## src/rtl/opl_pkg.sv

```systemverilog
`default_nettype none
// ============================================================================
// opl_pkg : shared types and constants for the OPL3 bus initiator
// Rev 1.0
// ============================================================================
package opl_pkg;

  typedef logic [3:0] opl_state_t;

  localparam opl_state_t ST_IDLE     = 4'd0;
  localparam opl_state_t ST_W_ASETUP = 4'd1;
  localparam opl_state_t ST_W_ASTB   = 4'd2;
  localparam opl_state_t ST_W_AHOLD  = 4'd3;
  localparam opl_state_t ST_W_DSETUP = 4'd4;
  localparam opl_state_t ST_W_DSTB   = 4'd5;
  localparam opl_state_t ST_W_DWAIT  = 4'd6;
  localparam opl_state_t ST_R_SETUP  = 4'd7;
  localparam opl_state_t ST_R_STB    = 4'd8;
  localparam opl_state_t ST_R_DONE   = 4'd9;

  // 'reg' is a keyword, so the register-number field is reg_no
  typedef struct packed {
    logic       rd;
    logic [7:0] reg_no;
    logic [7:0] data;
  } opl_cmd_t;

  localparam logic OPL_ADDR_PORT = 1'b0;
  localparam logic OPL_DATA_PORT = 1'b1;

endpackage
`default_nettype wire

```

## src/rtl/opl_bus_master_if.sv

```systemverilog
`default_nettype none
// ============================================================================
// opl_bus_master_if : command/response handshake and OPL chip-side bus
// Rev 1.0
// ============================================================================
interface opl_bus_master_if;

  logic       cmd_valid;
  logic       cmd_ready;
  logic       cmd_rd;
  logic [7:0] cmd_reg;
  logic [7:0] cmd_data;
  logic       rsp_valid;
  logic [7:0] rsp_data;
  logic       busy;
  logic       opl_addr;
  logic [7:0] opl_din;
  logic       opl_we;
  logic       opl_rd;
  logic [7:0] opl_dout;
  logic       opl_irq_n;
  logic       irq;

  modport master (
    input  cmd_valid, cmd_rd, cmd_reg, cmd_data, opl_dout, opl_irq_n,
    output cmd_ready, rsp_valid, rsp_data, busy,
    output opl_addr, opl_din, opl_we, opl_rd, irq
  );

  modport slave (
    output cmd_valid, cmd_rd, cmd_reg, cmd_data, opl_dout, opl_irq_n,
    input  cmd_ready, rsp_valid, rsp_data, busy,
    input  opl_addr, opl_din, opl_we, opl_rd, irq
  );

endinterface
`default_nettype wire

```

## src/rtl/opl_cmd_fifo.sv

```systemverilog
`default_nettype none
// ============================================================================
// opl_cmd_fifo : synchronous command queue with registered read data
// Rev 1.0
// ============================================================================
module opl_cmd_fifo
  import opl_pkg::*;
#(
  parameter int DEPTH = 16
) (
  input  logic     clk_opl,
  input  logic     rst_n,
  input  logic     push,
  input  opl_cmd_t push_data,
  input  logic     pop,
  output opl_cmd_t pop_data,
  output logic     head_rd,
  output logic     full,
  output logic     empty
);

  localparam int PTR_W = $clog2(DEPTH);
  localparam logic [PTR_W:0] c_full_cnt = (PTR_W + 1)'(DEPTH);

  opl_cmd_t         r_mem [DEPTH];
  opl_cmd_t         r_pop_data;
  logic [PTR_W-1:0] r_wptr;
  logic [PTR_W-1:0] r_rptr;
  logic [PTR_W:0]   r_count;
  logic             w_push;
  logic             w_pop;

  assign full    = (r_count == c_full_cnt);
  assign empty   = (r_count == '0);
  assign w_push  = push && !full;
  assign w_pop   = pop && !empty;
  assign pop_data = r_pop_data;
  // Lets the FSM pick the read or write path on the same edge it pops
  assign head_rd = r_mem[r_rptr].rd;

  always_ff @(posedge clk_opl) begin
    if (w_push) begin
      r_mem[r_wptr] <= push_data;
    end
  end

  always_ff @(posedge clk_opl) begin
    if (!rst_n) begin
      r_wptr     <= '0;
      r_rptr     <= '0;
      r_count    <= '0;
      r_pop_data <= '0;
    end else begin
      if (w_push) begin
        r_wptr <= r_wptr + 1'b1;
      end
      if (w_pop) begin
        r_pop_data <= r_mem[r_rptr];
        r_rptr     <= r_rptr + 1'b1;
      end
      case ({w_push, w_pop})
        2'b10:   r_count <= r_count + 1'b1;
        2'b01:   r_count <= r_count - 1'b1;
        default: r_count <= r_count;
      endcase
    end
  end

endmodule
`default_nettype wire

```

## src/rtl/opl_bus_master.sv

```systemverilog
`default_nettype none
// ============================================================================
// opl_bus_master : queues OPL3 register writes / status reads and replays
//                  them as timed address/data strobe cycles; syncs the IRQ
// Rev 1.0
// ============================================================================
module opl_bus_master
  import opl_pkg::*;
#(
  parameter int FIFO_DEPTH = 16,
  parameter int STROBE_CYC = 2,
  parameter int ADDR_WAIT  = 6,
  parameter int DATA_WAIT  = 36
) (
  input  logic             clk_opl,
  input  logic             rst_n,
  opl_bus_master_if.master bus
);

  localparam int CNT_MAX_AS = (STROBE_CYC > ADDR_WAIT) ? STROBE_CYC : ADDR_WAIT;
  localparam int CNT_MAX    = (CNT_MAX_AS > DATA_WAIT) ? CNT_MAX_AS : DATA_WAIT;
  localparam int CNT_W      = $clog2(CNT_MAX + 1);

  localparam logic [CNT_W-1:0] c_stb_ld   = CNT_W'(STROBE_CYC - 1);
  localparam logic [CNT_W-1:0] c_await_ld = CNT_W'(ADDR_WAIT - 1);
  localparam logic [CNT_W-1:0] c_dwait_ld = CNT_W'(DATA_WAIT - 1);

  opl_state_t       r_state;
  logic [CNT_W-1:0] r_cnt;
  logic             r_opl_addr;
  logic [7:0]       r_opl_din;
  logic             r_opl_we;
  logic             r_opl_rd;
  logic             r_rsp_valid;
  logic [7:0]       r_rsp_data;
  logic             r_irq_meta;
  logic             r_irq;

  opl_cmd_t         w_push_cmd;
  opl_cmd_t         w_cmd;
  logic             w_pop;
  logic             w_full;
  logic             w_empty;
  logic             w_head_rd;
  logic             w_cnt_zero;
  logic             w_unused_rd;

  assign w_push_cmd  = '{rd: bus.cmd_rd, reg_no: bus.cmd_reg, data: bus.cmd_data};
  assign w_pop       = (r_state == ST_IDLE) && !w_empty;
  assign w_cnt_zero  = (r_cnt == '0);
  assign w_unused_rd = w_cmd.rd;

  opl_cmd_fifo #(
    .DEPTH (FIFO_DEPTH)
  ) u_fifo (
    .clk_opl   (clk_opl),
    .rst_n     (rst_n),
    .push      (bus.cmd_valid),
    .push_data (w_push_cmd),
    .pop       (w_pop),
    .pop_data  (w_cmd),
    .head_rd   (w_head_rd),
    .full      (w_full),
    .empty     (w_empty)
  );

  // Strobe/response registers decode the current state, so every bus output
  // trails the state register by one edge and stays glitch-free.
  always_ff @(posedge clk_opl) begin
    if (!rst_n) begin
      r_state     <= ST_IDLE;
      r_cnt       <= '0;
      r_opl_addr  <= OPL_ADDR_PORT;
      r_opl_din   <= '0;
      r_opl_we    <= 1'b0;
      r_opl_rd    <= 1'b0;
      r_rsp_valid <= 1'b0;
      r_rsp_data  <= '0;
    end else begin
      r_opl_we    <= (r_state == ST_W_ASTB) || (r_state == ST_W_DSTB);
      r_opl_rd    <= (r_state == ST_R_STB);
      r_rsp_valid <= (r_state == ST_R_DONE);

      case (r_state)
        ST_IDLE: begin
          if (!w_empty) begin
            r_state <= w_head_rd ? ST_R_SETUP : ST_W_ASETUP;
          end
        end
        ST_W_ASETUP: begin
          r_opl_addr <= OPL_ADDR_PORT;
          r_opl_din  <= w_cmd.reg_no;
          r_cnt      <= c_stb_ld;
          r_state    <= ST_W_ASTB;
        end
        ST_W_ASTB: begin
          if (w_cnt_zero) begin
            r_cnt   <= c_await_ld;
            r_state <= ST_W_AHOLD;
          end else begin
            r_cnt <= r_cnt - 1'b1;
          end
        end
        ST_W_AHOLD: begin
          if (w_cnt_zero) begin
            r_state <= ST_W_DSETUP;
          end else begin
            r_cnt <= r_cnt - 1'b1;
          end
        end
        ST_W_DSETUP: begin
          r_opl_addr <= OPL_DATA_PORT;
          r_opl_din  <= w_cmd.data;
          r_cnt      <= c_stb_ld;
          r_state    <= ST_W_DSTB;
        end
        ST_W_DSTB: begin
          if (w_cnt_zero) begin
            r_cnt   <= c_dwait_ld;
            r_state <= ST_W_DWAIT;
          end else begin
            r_cnt <= r_cnt - 1'b1;
          end
        end
        ST_W_DWAIT: begin
          if (w_cnt_zero) begin
            r_state <= ST_IDLE;
          end else begin
            r_cnt <= r_cnt - 1'b1;
          end
        end
        ST_R_SETUP: begin
          r_opl_addr <= OPL_ADDR_PORT;
          r_cnt      <= c_stb_ld;
          r_state    <= ST_R_STB;
        end
        ST_R_STB: begin
          if (w_cnt_zero) begin
            r_state <= ST_R_DONE;
          end else begin
            r_cnt <= r_cnt - 1'b1;
          end
        end
        ST_R_DONE: begin
          // This edge closes the last cycle with opl_rd high
          r_rsp_data <= bus.opl_dout;
          r_state    <= ST_IDLE;
        end
        default: begin
          r_state <= ST_IDLE;
        end
      endcase
    end
  end

  always_ff @(posedge clk_opl) begin
    if (!rst_n) begin
      r_irq_meta <= 1'b0;
      r_irq      <= 1'b0;
    end else begin
      r_irq_meta <= ~bus.opl_irq_n;
      r_irq      <= r_irq_meta;
    end
  end

  assign bus.cmd_ready = !w_full;
  assign bus.busy      = (r_state != ST_IDLE) || !w_empty;
  assign bus.rsp_valid = r_rsp_valid;
  assign bus.rsp_data  = r_rsp_data;
  assign bus.opl_addr  = r_opl_addr;
  assign bus.opl_din   = r_opl_din;
  assign bus.opl_we    = r_opl_we;
  assign bus.opl_rd    = r_opl_rd;
  assign bus.irq       = r_irq;

endmodule
`default_nettype wire
```

## src/flat_wrapper.sv

```systemverilog
// flat-port wrapper written by rule: the top's interface ports become plain ports
module opl_bus_master_flat import opl_pkg::*;
#(
  parameter int FIFO_DEPTH = 16,
  parameter int STROBE_CYC = 2,
  parameter int ADDR_WAIT  = 6,
  parameter int DATA_WAIT  = 36
)
  (clk_opl, rst_n, bus_cmd_valid, bus_cmd_rd, bus_cmd_reg, bus_cmd_data, bus_opl_dout, bus_opl_irq_n, bus_cmd_ready, bus_rsp_valid, bus_rsp_data, bus_busy, bus_opl_addr, bus_opl_din, bus_opl_we, bus_opl_rd, bus_irq);
  opl_bus_master_if bus_i ();
  input  logic clk_opl;
  input  logic rst_n;
  input wire logic [$bits(bus_i.cmd_valid)-1:0] bus_cmd_valid;
  input wire logic [$bits(bus_i.cmd_rd)-1:0] bus_cmd_rd;
  input wire logic [$bits(bus_i.cmd_reg)-1:0] bus_cmd_reg;
  input wire logic [$bits(bus_i.cmd_data)-1:0] bus_cmd_data;
  input wire logic [$bits(bus_i.opl_dout)-1:0] bus_opl_dout;
  input wire logic [$bits(bus_i.opl_irq_n)-1:0] bus_opl_irq_n;
  output wire logic [$bits(bus_i.cmd_ready)-1:0] bus_cmd_ready;
  output wire logic [$bits(bus_i.rsp_valid)-1:0] bus_rsp_valid;
  output wire logic [$bits(bus_i.rsp_data)-1:0] bus_rsp_data;
  output wire logic [$bits(bus_i.busy)-1:0] bus_busy;
  output wire logic [$bits(bus_i.opl_addr)-1:0] bus_opl_addr;
  output wire logic [$bits(bus_i.opl_din)-1:0] bus_opl_din;
  output wire logic [$bits(bus_i.opl_we)-1:0] bus_opl_we;
  output wire logic [$bits(bus_i.opl_rd)-1:0] bus_opl_rd;
  output wire logic [$bits(bus_i.irq)-1:0] bus_irq;
  assign bus_i.cmd_valid = bus_cmd_valid;
  assign bus_i.cmd_rd = bus_cmd_rd;
  assign bus_i.cmd_reg = bus_cmd_reg;
  assign bus_i.cmd_data = bus_cmd_data;
  assign bus_i.opl_dout = bus_opl_dout;
  assign bus_i.opl_irq_n = bus_opl_irq_n;
  assign bus_cmd_ready = bus_i.cmd_ready;
  assign bus_rsp_valid = bus_i.rsp_valid;
  assign bus_rsp_data = bus_i.rsp_data;
  assign bus_busy = bus_i.busy;
  assign bus_opl_addr = bus_i.opl_addr;
  assign bus_opl_din = bus_i.opl_din;
  assign bus_opl_we = bus_i.opl_we;
  assign bus_opl_rd = bus_i.opl_rd;
  assign bus_irq = bus_i.irq;
  opl_bus_master #(.FIFO_DEPTH(FIFO_DEPTH), .STROBE_CYC(STROBE_CYC), .ADDR_WAIT(ADDR_WAIT), .DATA_WAIT(DATA_WAIT)) u_core (.clk_opl(clk_opl), .rst_n(rst_n), .bus(bus_i));
endmodule
```

## config.mk

```make
export PLATFORM = sky130hd
export DESIGN_NAME = opl_bus_master_flat
export DESIGN_NICKNAME = d
export VERILOG_FILES = /design/src/rtl/opl_pkg.sv /design/src/rtl/opl_bus_master_if.sv /design/src/rtl/opl_cmd_fifo.sv /design/src/rtl/opl_bus_master.sv /design/src/flat_wrapper.sv
export SDC_FILE = /design/constraint.sdc
export NUM_CORES = 1
export LEC_CHECK = 0
export CAP_MARGIN = 25
export CORE_MARGIN = 2
export CORE_UTILIZATION = 50
export CTS_CLUSTER_SIZE = 30
export DETAILED_ROUTE_END_ITERATION = 8
export PLACE_DENSITY_LB_ADDON = 0.3
export SLEW_MARGIN = 20
export SYNTH_ARGS = -nofsm -noshare
export SYNTH_HDL_FRONTEND = slang
export SYNTH_HIERARCHICAL = 1
export SYNTH_SLANG_ARGS = --single-unit
```

## constraint.sdc

```tcl
create_clock -name clk_opl -period 5.8 [get_ports clk_opl]
set_input_delay 1.16 -clock clk_opl [delete_from_list [all_inputs] [get_ports clk_opl]]
set_output_delay 1.16 -clock clk_opl [all_outputs]
set_load 0.01 [all_outputs]
```

; Word level (Yosys, flattened, before mapping)
; Memories as Yosys holds them, arrays and structs flattened. A register that Yosys moved wholly into a read port is not among the register bits.
; Index checks and enable logic that the tools add are counted.
[totals]
register_bits = 61
latch_bits = 0
mem_bits_rw = 272
rom_bits = 0
inputBits = 29
output_inout_bits = 23
wordCells = 80
memories = 1
[mem_list]
columns = memory, words, word_bits, rd, rd_ports_with_merged_regs, write_ports, line
row1 = u_core.u_fifo.r_mem, 16, 17, 1, 1, 1, opl_cmd_fifo.sv:25  ; opl_cmd_t r_mem [DEPTH];
[op_classes]
addsub = 5
n_mul = 0
n_div = 0
n_lt_le_gt_ge = 0
n_eq_ne = 19
shift = 0
mux = 19
n_bitwise = 1
reduce_logical = 20
[op_table]
columns = cell, count
row1 = 4-bit case mux with 9 select lines, 1
row2 = 4-bit 2-to-1 mux, 8
row3 = 6-bit case mux with 4 select lines, 1
row4 = 6-bit 2-to-1 mux, 3
row5 = 4-bit by 3-bit equality test with 1-bit output (second input constant), 4
row6 = 8-bit case mux with 2 select lines, 1
row7 = 2-bit by 1-bit != test with 1-bit output (second input constant), 5
row8 = 5-bit case mux with 2 select lines, 1
row9 = 4-bit by 1-bit adder with 4-bit output (second input constant), 2
row10 = 4-bit by 2-bit equality test with 1-bit output (second input constant), 2
row11 = 4-bit equality test (second input constant), 2
row12 = 4-bit nonzero test, 2
row13 = 6-bit logical NOT, 1
row14 = 6-bit AND reduction, 1
row15 = 2-bit nonzero test, 3
row16 = 3-bit OR reduction, 2
row17 = 6-bit by 1-bit subtractor with 6-bit output (second input constant), 1
row18 = 5-bit by 1-bit adder with 5-bit output (second input constant), 1
row19 = 5-bit equality test (second input constant), 1
row20 = 5-bit logical NOT, 1
row21 = 5-bit by 1-bit subtractor with 5-bit output (second input constant), 1
row22 = 4-bit by 1-bit equality test with 1-bit output (second input constant), 1
row23 = 4-bit logical NOT, 1
row24 = 2-bit != test (second input constant), 2
row25 = other kinds (11), 16

; Depth between registers and ports, before layout
; Gate-level depths: netlist (run 1).
[depth]
word_depth = 6
ltp_mapped = 14
depth_no_buf = 11

; Modules after synthesis
; The synthesis (run 1) kept the hierarchy.
[modules_own_cells]
columns = module, instances, cells_per_inst, area_each_um2, seq_area_each_um2
row1 = opl_cmd_fifo, 1, 582, 11892.7, 8848.5
row2 = opl_bus_master, 1, 201, 1640.3, 640.6

; Worst setup path after synthesis (run 1)
; Ideal clock, no wire load.
[synth_timing]
path_type = input-to-reg
start = in bus_cmd_valid
end = mem u_core/u_fifo/r_mem[0][0] (netlist bit), enable pin
setup_time_ps = 412
t_arrival_ps = 2687
required_time_ps = 5388
path_slack_ps = 2701
cell_stages = 3
n_path_buf = 0
cell_sequence = o21a_1 > nand2_1 > nor3_1
[synth_via]
elab_chain_cells = 3
[synth_lines]
columns = element, line
row1 = from (decl), flat_wrapper.sv:13  ; input wire logic [$bits(bus_i.cmd_valid)-1:0] bus_cmd_valid;
row2 = 1-bit logical AND, opl_cmd_fifo.sv:35  ; assign w_push = push && !full;
row3 = 1-bit 2-to-1 mux, opl_cmd_fifo.sv:42  ; if (w_push) begin
row4 = 1-bit 2-to-1 mux (implied by the code), opl_cmd_fifo.sv:43  ; r_mem[r_wptr] <= push_data;
row5 = to (decl), opl_cmd_fifo.sv:25
; Every way passes these cells.

; Final worst setup path (run 1)
[layout_timing]
start = reg u_core.u_fifo.r_count[0]
end = out bus_busy
[layout_via]
elab_chain_cells = 3
[layout_lines]
columns = element, line
row1 = from (decl), opl_cmd_fifo.sv:29  ; logic [PTR_W:0] r_count;
row2 = from (signal assigned), opl_cmd_fifo.sv:62  ; 2'b10: r_count <= r_count + 1'b1;
row3 = from (signal assigned), opl_cmd_fifo.sv:63  ; 2'b01: r_count <= r_count - 1'b1;
row4 = from (signal assigned), opl_cmd_fifo.sv:64  ; default: r_count <= r_count;
row5 = 5-bit logical NOT, opl_cmd_fifo.sv:34  ; assign empty = (r_count == '0);
row6 = net u_core.w_empty, opl_bus_master.sv:43  ; logic w_empty;
row7 = 1-bit logical NOT, opl_bus_master.sv:167  ; assign bus.busy = (r_state != ST_IDLE) || !w_empty;
row8 = 1-bit logical OR, opl_bus_master.sv:167
row9 = to (decl), flat_wrapper.sv:22  ; output wire logic [$bits(bus_i.busy)-1:0] bus_busy;
; The timed path passes the listed nets, and every way through them passes these cells.

==> results of run 1 <==
-- metal layers --
layer  vias up  GRT usage  wire (um)
li1       3211          -          -
met5         -          0          0
met3        50     0.0487       1820
met4         0     0.0633        738
met2       273      0.338      13900
met1      3649      0.254      11400
-- metrics by stage --
| step | util | cell area (um2) | setup WS, ps |
|---|---|---|---|
| CTS | 0.577 | 15400 | 2180 |
| detailed placement | 0.538 | 14400 | 2020 |
| floorplan | - | 13500 | 2700 |
| finish | 0.577 | 15400 | 2190 |
| global placement | 0.538 | 14400 | 1970 |
| global route | 0.577 | 15400 | 2000 |
-- placed cells by master, fill, tap and decap left out, drive strengths merged, types with 4 or more instances in the layout --
| cell type | instances |
|---|---|
| nand3 | 5 |
| inv | 18 |
| nor2b | 4 |
| clkdlybuf4s50 | 51 |
| mux4 | 68 |
| nand2 | 38 |
| nor3 | 14 |
| a21oi | 24 |
| o21ai | 14 |
| buf | 20 |
| a211oi | 11 |
| clkbuf | 44 |
| nand2b | 4 |
| clkinv | 12 |
| o21a | 5 |
| xor2 | 6 |
| dfxtp | 65 |
| o211ai | 4 |
| nor2 | 49 |
| edfxtp | 272 |
| or3 | 6 |
| mux2i | 61 |
| ha | 9 |
| a22o | 18 |
-- registers in the layout, indices dropped and copies added (netlist names), 4 cells and up, named ones only --
| name | cells |
|---|---|
| u_core/u_fifo/r_rptr | 4 |
| u_core/bus.opl_din | 8 |
| u_core/u_fifo/r_count | 5 |
| u_core/u_fifo/r_wptr | 4 |
| u_core/r_cnt | 6 |
| u_core/u_fifo/r_mem | 272 |
| u_core/u_fifo/pop_data | 16 |
| u_core/r_state | 4 |
| u_core/bus.rsp_data | 8 |
-- power breakdown --
part | internal [mW] | switching [mW] | leakage [nW]
clock | 1.20 | 0.867 | 0.505
combinational | 0.686 | 0.743 | 1.38
sequential | 2.79 | 0.225 | 2.99
-- area by class of cell --
cell class,count,share of cell area
sequential,337,0.614
inverter,17,0.00414
clock inverter,15,0.00803
multi-input combinational,383,0.244
tap,341,0.0277
timing repair buffer,71,0.0428
clock buffer,44,0.0590
-- worst paths after layout --
kind / slack [ps] / depth (start not counted) / from / endpoint
hold / removal: 440 / 1 / u_core/r_irq_meta / u_core/bus.irq
hold reg to reg: 440 / 1 / u_core/r_irq_meta / u_core/bus.irq
setup / recovery: 2190 / 4 / u_core/u_fifo/r_count[0] / bus_busy
setup reg to reg: 2250 / 10 / u_core/r_state[2] / u_core/u_fifo/r_count[2]
==> impl_metrics.yaml, run 1 <==
grt:
  first_global_vias: 7347
  grt_pass1_wl_um: 42700
  grt_overflow: 0
  grt_usage: 0.199
  antenna_found_initial: 0
  grt_start_max_net_pins: 48
cts:
  clk_pin_slew_ps: 60
  post_cts_buffers: 0
  cts_root_buf: "clkbuf_16"
  h-tree-depth: 2
  cts_tree: "built"
  cts-resized-gates: 0
  clk_latency_ps: 510
  cts_buffers: 35
  postCtsHoldBufs: 0
  clk_path_buf_depth: 3
  cts_sinks: 337
sta:
  max_freq_mhz: 277
  maxSlewViolCount: 0
  hold_viol: 0
  skew_ps: 21.4
  max_slew_margin: 0.344
  whs_ps: 438
  finalCriticalPeriod_ps: 3610
  finalSetupViolations: 0
  min_period_over_period: 0.623
  rsz0062_at_grt: "no"
  fin_tns_setup_ps: 0
  worst_slew_pin_slew_ps: 981
floorplan:
  rows: 60
  die_h_um: 168
  fp.dieW_um: 168
  initial_core_util: 0.505
  core_area_um2: 26700
  ioPinCount: 52
  die-area_um2: 28300
drt:
  drc_errors: 0
  drtIter0Drc: 788
  finalWirelength_um: 27800
  wl_per_cell_um: 23.0
  viasPerCell: 5.95
  ant_nets: 0
  first_pass_iters: 5
  vias: 7183
cells_and_area:
  nets: 883
  drive_gt1_frac: 0.182
  instances_no_fill: 1208
  diodes: 0
  multi_input_area_um2: 3760
  syn_to_final_growth_pct: 14.2
  regArea_um2: 9480
  fill_cells: 2007
place:
  gp_congestion: 0.831
  io_buffers: 51
  place_inst: 1149
  dp_hpwl_um: 17200
power_and_ir_drop:
  p_total_mw: 6.51
  power.leakage_nw: 4.87
  power_density_nw_per_um2: 422
  max-vdd-ir-drop_v: 0.000285
critical_path:
  critPathBufInv: 1
  cp-start-kind: "register"
  criticalPathCategory: "reg2out"
  endpoint_kind: "primary output"
  cp_slowest_cell: "or4_1"
  slowest_delay_ps: 670
  crit_arrival_ps: 2450
  crit_fanout: 6
  path_cells: "or4_1 > nor2_1 > nand3_1 > clkdlybuf4s50_1"
  crit_required_ps: 4640
  cp_top_family: "simple AND/OR/NAND/NOR gates"
synthesis:
  ys_warn_count: 6
  synth_area_um2: 13500
  syn_inst: 781
  synth_nets: 819
  avgSynthCellArea_um2: 17.3
run:
  drv_cap: 0
outcome:
  outcome: "finished clean"
hold_path:
  hold_class: "reg2reg"
No activity file was read; power rests on OpenSTA's default activity.
==> run 2: changes to the inputs <==
==> constraint.sdc (replaced) <==
create_clock -name clk_opl -period 3.35 [get_ports clk_opl]
set_input_delay 0.67 -clock clk_opl [delete_from_list [all_inputs] [get_ports clk_opl]]
set_output_delay 0.67 -clock clk_opl [all_outputs]
set_load 0.01 [all_outputs]
==> impl_metrics.yaml, run 2 (synthesized netlist as in run 1, its figures left out) <==
cells_and_area:
  multi_input_area_um2: 3760
  syn_to_final_growth_pct: 15.3
  layout_commonest_cell: "edfxtp_1"
  diodes: 0
  most-common-layout-cells: "edfxtp_1, mux4_2, dfxtp_1"
  drive_gt1_frac: 0.202
  regMostFlops: "u_core/u_fifo/r_mem"
  nets: 903
  regArea_um2: 9480
  fill_cells: 1968
  largest_reg_flops: 272
grt:
  grt_start_max_net_pins: 47
  first_global_vias: 7448
  grt_pass1_wl_um: 42400
  grt_overflow: 0
  grt_usage: 0.197
  antenna_found_initial: 1
hold_path:
  min_from: "u_core/r_irq_meta"
  hold_class: "reg2reg"
sta:
  min_period_over_period: 0.907
  worst_slew_pin_slew_ps: 1060
  whs_ps: 436
  rsz0062_at_grt: "no"
  layout_setup_ws_ps: 313
  finalCriticalPeriod_ps: 3040
  max_freq_mhz: 329
  hold_viol: 0
  fin_tns_setup_ps: 0
  finalSetupViolations: 0
  maxSlewViolCount: 0
  skew_ps: 10.5
  max_slew_margin: 0.293
critical_path:
  slowest_delay_ps: 550
  crit_arrival_ps: 3460
  endpoint_kind: "register"
  cp_slowest_cell: "or4_1"
  cp-start-kind: "register"
  crit_required_ps: 3780
  reg2reg_from: "u_core/u_fifo/r_count[0]"
  criticalPathCategory: "reg2reg"
  crit_fanout: 6
  worstSetupStartpoint: "u_core/u_fifo/r_count[0]"
  path_cells: "or4_1 > nor2_1 > nor3b_1 > buf_4 > o21ai_4 > inv_1 > ha_1 > xor2_1 > ha_1 > o21a_1 > or4_1 > a21oi_1"
cts:
  cts-resized-gates: 0
  cts_buffers: 35
  cts_tree: "built"
  post_cts_buffers: 0
  clk_pin_slew_ps: 60
  postCtsHoldBufs: 0
  clk_latency_ps: 500
  clk_path_buf_depth: 3
  h-tree-depth: 2
  cts_sinks: 337
  cts_root_buf: "clkbuf_16"
drt:
  viasPerCell: 5.90
  ant_nets: 0
  drtIter0Drc: 651
  drc_errors: 0
  finalWirelength_um: 27700
  vias: 7261
  first_pass_iters: 5
  wl_per_cell_um: 22.5
floorplan:
  fp.dieW_um: 168
  core_area_um2: 26700
  rows: 60
  die_h_um: 168
  die-area_um2: 28300
  initial_core_util: 0.505
  ioPinCount: 52
place:
  dp_slack_ps: 197
  gp_congestion: 0.836
  dp_hpwl_um: 17300
  io_buffers: 51
power_and_ir_drop:
  power_density_nw_per_um2: 723
  power.leakage_nw: 4.98
  max-vdd-ir-drop_v: 0.000491
outcome:
  outcome: "finished clean"
run:
  drv_cap: 0
==> run 2: through the flow <==
step           cells   util  total power [mW]  instance area (um2)
2_1_floorplan    781      -              7.11                13500
3_3_place_gp    1169  0.544              7.79                14600
3_5_place_dp    1169  0.544              7.89                14600
4_1_cts         1230  0.583              11.3                15600
5_1_grt         1230  0.583              11.8                15600
6_report        1230  0.583              11.3                15600
==> run 2: metal layers <==
metal  vias to the layer above  share of wire  GRT usage
li1                       3264              -          -
met4                         2          0.015     0.0543
met1                      3696           0.42      0.266
met2                       258           0.50      0.334
met3                        41          0.062     0.0350
met5                         -        0.00043          0
==> run 2: cell type report <==
class	count	area share
multi-input combinational	383	0.242
sequential	337	0.609
clock buffer	48	0.0614
inverter	17	0.00410
timing repair buffer	91	0.0529
clock inverter	13	0.00402
tap	341	0.0274
==> run 2: worst paths after layout <==
kind / depth (start not counted) / slack, ps / end
min: 1 / 440 / u_core/bus.irq
max reg2reg: 12 / 310 / u_core/u_fifo/r_count[2]
max: 12 / 310 / u_core/u_fifo/r_count[2]
min reg2reg: 1 / 440 / u_core/bus.irq
==> run 2: critical path: cells and delay by family (launching register included) <==
| family | cells | cell delay, ps |
|---|---|---|
| compound gates | 3 | 410 |
| simple gates | 4 | 1290 |
| buf+inv | 2 | 240 |
| fa+ha+maj | 2 | 500 |
| xor+xnor | 1 | 170 |
| flops | 1 | 360 |
==> run 2: power breakdown <==
group	internal (mW)	leakage (nW)	switching, mW
Clock	1.99	0.504	1.47
Sequential	4.84	2.99	0.255
Combinational	1.28	1.49	1.42
Total	8.11	4.98	3.14
==> run 3: changes to the inputs <==
--- a/config.mk
+++ b/config.mk
@@ -10,6 +10,7 @@
 export CORE_UTILIZATION = 50
 export CTS_CLUSTER_SIZE = 30
 export DETAILED_ROUTE_END_ITERATION = 8
+export MAX_ROUTING_LAYER = met4
 export PLACE_DENSITY_LB_ADDON = 0.3
 export SLEW_MARGIN = 20
 export SYNTH_ARGS = -nofsm -noshare
==> constraint.sdc (replaced) <==
create_clock -name clk_opl -period 2.6 [get_ports clk_opl]
set_input_delay 0.52 -clock clk_opl [delete_from_list [all_inputs] [get_ports clk_opl]]
set_output_delay 0.52 -clock clk_opl [all_outputs]
set_load 0.01 [all_outputs]
==> impl_metrics.yaml, run 3 (synthesized netlist as in run 1, its figures left out) <==
cts:
  clk_pin_slew_ps: 60
  cts_tree: "built"
  postCtsHoldBufs: 0
  post_cts_buffers: 0
  h-tree-depth: 2
  clk_latency_ps: 510
  cts_root_buf: "clkbuf_16"
  clk_path_buf_depth: 3
  cts_buffers: 36
  cts_sinks: 337
critical_path:
  crit_required_ps: 3040
  slowest_delay_ps: 580
  crit_fanout: 5
  cp_slowest_cell: "or4_4"
  path_cells: "or4_4 > nor2_4 > nor3b_4 > o21ai_4 > inv_2 > ha_4 > xor2_1 > ha_2 > o21a_1 > or4_1 > a21oi_1"
  rrSetupSlack_ps: 40
  cp_top_family: "simple AND/OR/NAND/NOR gates"
  crit_arrival_ps: 2990
  endpoint_kind: "register"
  critPathBufInv: 1
  cp-start-kind: "register"
  criticalPathCategory: "reg2reg"
cells_and_area:
  multi_input_area_um2: 3820
  fill_cells: 1927
  nets: 909
  most-common-layout-cells: "edfxtp_1, mux4_2, mux2i_1"
  stdcell_area_um2: 16000
  syn_to_final_growth_pct: 18.5
  layout_commonest_cell: "edfxtp_1"
  regMostFlops: "u_core/u_fifo/r_mem"
  drive_gt1_frac: 0.227
  largest_reg_flops: 272
  regArea_um2: 9480
  diodes: 0
sta:
  skew_ps: 14.4
  finalCriticalPeriod_ps: 2560
  max_slew_margin: 0.427
  rsz0062_at_grt: "yes"
  maxSlewViolCount: 0
  hold_viol: 0
  whs_ps: 443
  finalSetupViolations: 0
  max_freq_mhz: 391
  min_period_over_period: 0.984
  worst_slew_pin_slew_ps: 858
power_and_ir_drop:
  seq_power_share: 0.426
  power_frac_clock: 0.325
  max-vdd-ir-drop_v: 0.000577
  p_total_mw: 15.2
  p_switching_mw: 4.19
  power.leakage_nw: 5.10
  combPwrFrac: 0.248
  p_int_mw: 11.0
  power_density_nw_per_um2: 952
  switching_share: 0.275
floorplan:
  rows: 60
  ioPinCount: 52
  initial_core_util: 0.505
  die-area_um2: 28300
  die_h_um: 168
  core_area_um2: 26700
  fp.dieW_um: 168
grt:
  grt_start_max_net_pins: 29
  antenna_found_initial: 0
  grt_pass1_wl_um: 43900
  first_global_vias: 7432
  grt_usage: 0.213
  grt_overflow: 0
drt:
  first_pass_iters: 5
  drc_errors: 0
  finalWirelength_um: 28700
  wl_per_cell_um: 23.1
  viasPerCell: 5.93
  ant_nets: 0
  vias: 7358
  drtIter0Drc: 714
hold_path:
  hold_class: "reg2reg"
place:
  dp_hpwl_um: 17100
  io_buffers: 51
  gp_congestion: 0.855
  placed_area_um2: 14800
outcome:
  outcome: "finished clean"
run:
  drv_cap: 0
==> run 3: cell type report <==
cell class | instances | area share
clock buffer | 50 | 0.0624
clock inverter | 16 | 0.0103
inverter | 17 | 0.00399
multi-input combinational | 383 | 0.239
sequential | 337 | 0.592
tap | 341 | 0.0267
timing repair buffer | 96 | 0.0654
==> run 3: power groups by stage <==
stage | combinational (mW) | sequential (mW) | clock [mW]
floorplan | 2.80 | 6.50 | 0
global placement | 3.62 | 6.57 | 0
detailed placement | 3.77 | 6.60 | 0
CTS | 3.79 | 6.49 | 5.06
global route | 4.11 | 6.53 | 5.25
finish | 3.78 | 6.50 | 4.96
==> run 3: worst paths after layout <==
check | depth (start not counted) | startpoint | end
max | 11 | u_core/u_fifo/r_count[3] | u_core/u_fifo/r_count[2]
min | 1 | u_core/r_irq_meta | u_core/bus.irq
max reg2reg | 11 | u_core/u_fifo/r_count[3] | u_core/u_fifo/r_count[2]
min reg2reg | 1 | u_core/r_irq_meta | u_core/bus.irq
==> run 3: what timing repair did <==
| item | 4_1_cts | 5_1_grt |
|---|---|---|
| pin swaps | 2 | 2 |
| gates resized for setup | 6 | 4 |
| setup endpoints to repair | 5 | 4 |
==> run 3: through the flow <==
stage	utilization	setup TNS (ps)	setup WS (ps)	instances
after floorplan	-	-177	-177	781
after global placement	0.554	0	42.5	1174
after detailed placement	0.554	-122	-70.3	1174
after CTS	0.598	0	2.01	1240
after global routing	0.599	-51.7	-41.3	1240
final	0.599	0	41.9	1240
==> run 3: per-layer routing <==
layer | track usage | wire, um
met2 | 0.356 | 14500
met3 | 0.0381 | 1660
met5 | - | 0
met1 | 0.272 | 12000
met4 | 0.0581 | 588
